## src/rtl/shiftreg_seq_ctrl.sv

```systemverilog
// Command sequencer that serialises a byte into an 8-bit bidirectional shift register
// and tracks the register contents in q_model. Optional stall input via SHIFTREG_SEQ_PAUSE_EN.
module shiftreg_seq_ctrl #(
   parameter int WIDTH = 8,
   parameter int CNT_W = 4
) (
   input  logic             clk,
   input  logic             reset,
   input  logic             start,
   input  logic             abort,
   input  logic             cmd_dir,
   input  logic [WIDTH-1:0] cmd_data,
   input  logic [CNT_W-1:0] cmd_len,
   output logic             sl,
   output logic             sr,
   output logic             din,
   output logic             busy,
   output logic             done,
   output logic [CNT_W-1:0] shift_cnt,
   output logic [WIDTH-1:0] q_model
`ifdef SHIFTREG_SEQ_PAUSE_EN
   ,
   input  logic             pause
`endif
);

   typedef enum logic [1:0] {
      IDLE  = 2'd0,
      SHIFT = 2'd1,
      DONE  = 2'd2
   } state_t;

   state_t           state, state_n;
   logic             dir_r, dir_n;
   logic [WIDTH-1:0] dsh, dsh_n;
   logic             sl_n, sr_n, din_n, busy_n, done_n;
   logic [CNT_W-1:0] cnt_n;
   logic [WIDTH-1:0] q_n;
   logic             stall;
   logic             shifted;

`ifdef SHIFTREG_SEQ_PAUSE_EN
   assign stall = pause;
`else
   assign stall = 1'b0;
`endif

   // A bit is consumed by the register on every edge where the registered enables are high.
   assign shifted = sl | sr;

   function automatic logic [CNT_W-1:0] eff_len(input logic [CNT_W-1:0] len);
      if (len == '0 || len > CNT_W'(WIDTH))
         return CNT_W'(WIDTH);
      else
         return len;
   endfunction

   always_comb begin
      state_n = state;
      dir_n   = dir_r;
      dsh_n   = dsh;
      sl_n    = sl;
      sr_n    = sr;
      din_n   = din;
      busy_n  = busy;
      done_n  = 1'b0;
      cnt_n   = shift_cnt;
      unique case (state)
         IDLE, DONE: begin
            state_n = IDLE;
            sl_n    = 1'b0;
            sr_n    = 1'b0;
            din_n   = 1'b0;
            busy_n  = 1'b0;
            cnt_n   = '0;
            if (start && !abort) begin
               state_n = SHIFT;
               dir_n   = cmd_dir;
               busy_n  = 1'b1;
               cnt_n   = eff_len(cmd_len);
               sl_n    = ~cmd_dir;
               sr_n    = cmd_dir;
               // First bit goes out now; dsh holds the remaining bits pre-aligned.
               if (cmd_dir) begin
                  din_n = cmd_data[0];
                  dsh_n = cmd_data >> 1;
               end else begin
                  din_n = cmd_data[WIDTH-1];
                  dsh_n = cmd_data << 1;
               end
            end
         end
         SHIFT: begin
            if (abort) begin
               state_n = IDLE;
               sl_n    = 1'b0;
               sr_n    = 1'b0;
               din_n   = 1'b0;
               busy_n  = 1'b0;
               cnt_n   = '0;
            end else if (shifted && shift_cnt == CNT_W'(1)) begin
               state_n = DONE;
               sl_n    = 1'b0;
               sr_n    = 1'b0;
               din_n   = 1'b0;
               busy_n  = 1'b0;
               done_n  = 1'b1;
               cnt_n   = '0;
            end else begin
               if (shifted) begin
                  cnt_n = shift_cnt - CNT_W'(1);
                  din_n = dir_r ? dsh[0] : dsh[WIDTH-1];
                  dsh_n = dir_r ? (dsh >> 1) : (dsh << 1);
               end
               sl_n = ~stall & ~dir_r;
               sr_n = ~stall & dir_r;
            end
         end
         default: begin
            state_n = IDLE;
         end
      endcase
   end

   always_comb begin
      q_n = q_model;
      if (sl)
         q_n = {q_model[WIDTH-2:0], din};
      else if (sr)
         q_n = {din, q_model[WIDTH-1:1]};
   end

   always_ff @(posedge clk or posedge reset) begin
      if (reset) begin
         state     <= IDLE;
         dir_r     <= 1'b0;
         dsh       <= '0;
         sl        <= 1'b0;
         sr        <= 1'b0;
         din       <= 1'b0;
         busy      <= 1'b0;
         done      <= 1'b0;
         shift_cnt <= '0;
         q_model   <= '0;
      end else begin
         state     <= state_n;
         dir_r     <= dir_n;
         dsh       <= dsh_n;
         sl        <= sl_n;
         sr        <= sr_n;
         din       <= din_n;
         busy      <= busy_n;
         done      <= done_n;
         shift_cnt <= cnt_n;
         q_model   <= q_n;
      end
   end

endmodule

```

## config.mk

```make
export PLATFORM = sky130hd
export DESIGN_NAME = shiftreg_seq_ctrl
export DESIGN_NICKNAME = d
export VERILOG_FILES = /design/src/rtl/shiftreg_seq_ctrl.sv
export SDC_FILE = /design/constraint.sdc
export NUM_CORES = 1
export LEC_CHECK = 0
export ABC_AREA = 0
export CAP_MARGIN = 20
export CORE_MARGIN = 8
export CORE_UTILIZATION = 30
export CTS_CLUSTER_SIZE = 30
export DETAILED_ROUTE_END_ITERATION = 8
export SLEW_MARGIN = 30
export SYNTH_ARGS = -nofsm -noshare
export SYNTH_HDL_FRONTEND = slang
export SYNTH_SLANG_ARGS = --single-unit
```

## constraint.sdc

```tcl
create_clock -name clk -period 3.4 [get_ports clk]
set_input_delay 0.68 -clock clk [delete_from_list [all_inputs] [get_ports clk]]
set_output_delay 0.68 -clock clk [all_outputs]
set_load 0.02 [all_outputs]
```

==> results.md <==
- Slowest CP cell: dfrtp_1
- Placed insts: 253
- DRC: 0
- Starting Density: 0.3087
- Leak pwr: 0.8077 nW
- Antenna Nets Post-Route: 0
- Fin worst setup slack: 0.9934 ns
- Cell taking the most area after synthesis: dfrtp_1
- Max-cap violations: 0
- Post-DP HPWL: 2660 um
- Yosys warns: 0
- Setup TNS: 0 ns
- Number of synthesized flops with an enable pin: 0
- Final Slew Violations: 0
- Site Rows: 26
- Register area share after synthesis: 0.4473
- Startpoint types: flip-flop
- Core area: 5075 um^2
- Syn Inst Count: 158
- Most frequent cells in the layout: 33 x clkdlybuf4s50_1, 28 x dfrtp_1, 15 x o21ai_0
- Post-CTS setup buffer count: 0
- Post-Route WL: 3610 um
- Total CTS buffers: 3
- Die width: 88.26 um
- Largest net degree at the start of global routing: 29
- Critical Path Max Stage Delay: 0.73 ns
- Pre-antenna DRT Iters: 4
- Ant diodes: 0
- Async SR Flop Fraction: 1.000
- Outcome: complete, no violations
- Setup CP Type: flip-flop to primary output
- Post-synth top area share: 0.4473
- Via density: 4.868
- Synthesized area: 1567 um^2
- Wire per inst: 14.05 um
- Synth cell types: 33
- Required @ worst endpoint: 2.72 ns
- Worst hold slack: 0.5119 ns
- VDD IR max: 277.7 uV
- Pwr Density: 596.3 nW/um^2
- GPL Wtd Cong: 0.8022
- Via count of the routed design: 1251
- Reg clk slew, reported paths: 0.09 ns
- Commonest non-fill, non-tap cell in the layout: clkdlybuf4s50_1
- Slew margin rel.: 0.6026
- Vias in the first global route: 1285
- H-tree depth: 1
- DRT iter0 DRCs: 55
- CP Capture Type: primary output
- Clk Latency, worst-skew pair: 0.27 ns
- Clock root buffer: clkbuf_8
- Worst hold path type: flip-flop to flip-flop
- Syn Area/Cell: 9.915 um^2
- Yosys reg bits: 28
- Slew @ Worst Pin: 0.5961 ns
- FILL cells: 536
- Critical path arrival: 1.73 ns
- Fmax achieved: 0.4155 GHz
- Reg area: 700.7 um^2
- Die ar.: 7790 um^2
- Worst path cell trace: clkdlybuf4s50_1
- Layout area overhead: 28.20%
- Share of layout cells above drive strength 1: 0.1123
- Total congestion overflow: 0
- Final Hold Vio Count: 0
- Die Y-Extent: 88.26 um
- CP top delay family: flip-flops
- Resize count post-CTS: 0
- Unrepaired setup endpoints after global routing: no
- Setup Viol. Count Final: 0
- Layout Cells excl Fill: 257
- Worst Path Buf+Inv: 1
- Period Utilization, post-route: 0.7078
- GRT Util Overall: 0.09930
- First-pass GRT wire length: 6210 um
- Top area cells in the synthesized netlist: dfrtp_1 45%, mux2i_1 8.9%, mux2_2 8.6%, o21ai_0 4.8%, a21oi_1 3.5%
- Final #Nets: 207
- Main synth FF type: dfrtp_1
- I/O pins: 34
- Layout Skew: 0.002114 ns
- Syn_nets: 177
- Final core utilization: 0.3957
- Multi-input logic area: 800.8 um^2
- Tmin final: 2.407 ns
- Hold Buf Count CTS: 0
- Crit Path Max Fanout: 13
- Clk sinks: 28
- Initial antenna violation count: 0
- CTS tree: yes
- Deepest clock path buffer count: 2
- I/O Buffers: 33
- Post-Place Worst Slack: 0.7397 ns
- R2R setup slack: 1.21 ns
==> state kept, by name (all words and copies together) (netlist names) <==
signal	count
din	1
shift_cnt	4
q_model	8
busy	1
dir_r	1
done	1
sl	1
dsh	8
state	2
sr	1
==> kinds of logic (layout without fill, tap and decap cells) <==
group                      count (synthesis)  after routing  synth area share
AOI/OAI and AO/OA                         45             45            0.1853
and+or+nand+nor                           42             42            0.1342
DFF                                       28             28            0.4473
muxes                                     26             26            0.1757
buffers and inverters                     15             44           0.04153
adders and majority gates                  2              2           0.01597
==> per-layer routing <==
| metal | global-route usage | share of wire | vias up |
|---|---|---|---|
| met5 | 0 | 0 | - |
| met4 | 0.03687 | 0.014 | 0 |
| met3 | 0.02136 | 0.049 | 5 |
| met2 | 0.1595 | 0.46 | 22 |
| met1 | 0.1270 | 0.48 | 597 |
| li1 | - | - | 627 |
==> cell type report <==
cell class	count	share of cell area
repair buffers	35	0.1720
multi-input cells	115	0.3988
flip-flops and latches	28	0.3489
well taps	70	0.04361
inverters	5	0.009346
clock buffers	4	0.02741
==> path summary, 6_finish.rpt <==
check                                             from  depth (start not counted)                      to
worst max-delay path                    sr$_DFFE_PP0P_                          1                      sr
worst min-delay path            q_model[0]$_DFFE_PP0P_                          2  q_model[1]$_DFFE_PP0P_
worst max register to register          sl$_DFFE_PP0P_                          4      dsh[7]$_DFFE_PP0P_
worst min register to register  q_model[0]$_DFFE_PP0P_                          2  q_model[1]$_DFFE_PP0P_
max in group asynchronous                        reset                          3      dsh[1]$_DFFE_PP0P_
min in group asynchronous                        reset                          3  q_model[2]$_DFFE_PP0P_
==> synth_stat cells, types with 2 or more instances <==
cell type and number:
nand2b_1 2, dfrtp_1 28, mux2i_1 14, nor2b_1 7, ha_1 2, o21ai_0 15, mux2_2 12, a21oi_1 11
inv_1 5, o21a_1 2, nand3b_1 2, or2_2 2, clkbuf_1 6, buf_1 2, a211oi_1 7, nand2_1 12
a22oi_1 2, nor2_1 9, nor3_1 4
==> stage by stage <==
step	cell area, um^2	power, mW
floorplan	1567	0.8111
global placement	1953	1.002
detailed placement	1953	1.009
CTS	2008	1.212
global route	2008	1.284
finish	2008	1.197
==> power breakdown <==
part           internal (mW)  switching, mW
sequential             0.434          0.113
combinational          0.241          0.206
clock                  0.104         0.0993
total                  0.779          0.418
Note: power is estimated with default switching activity, not from simulation.
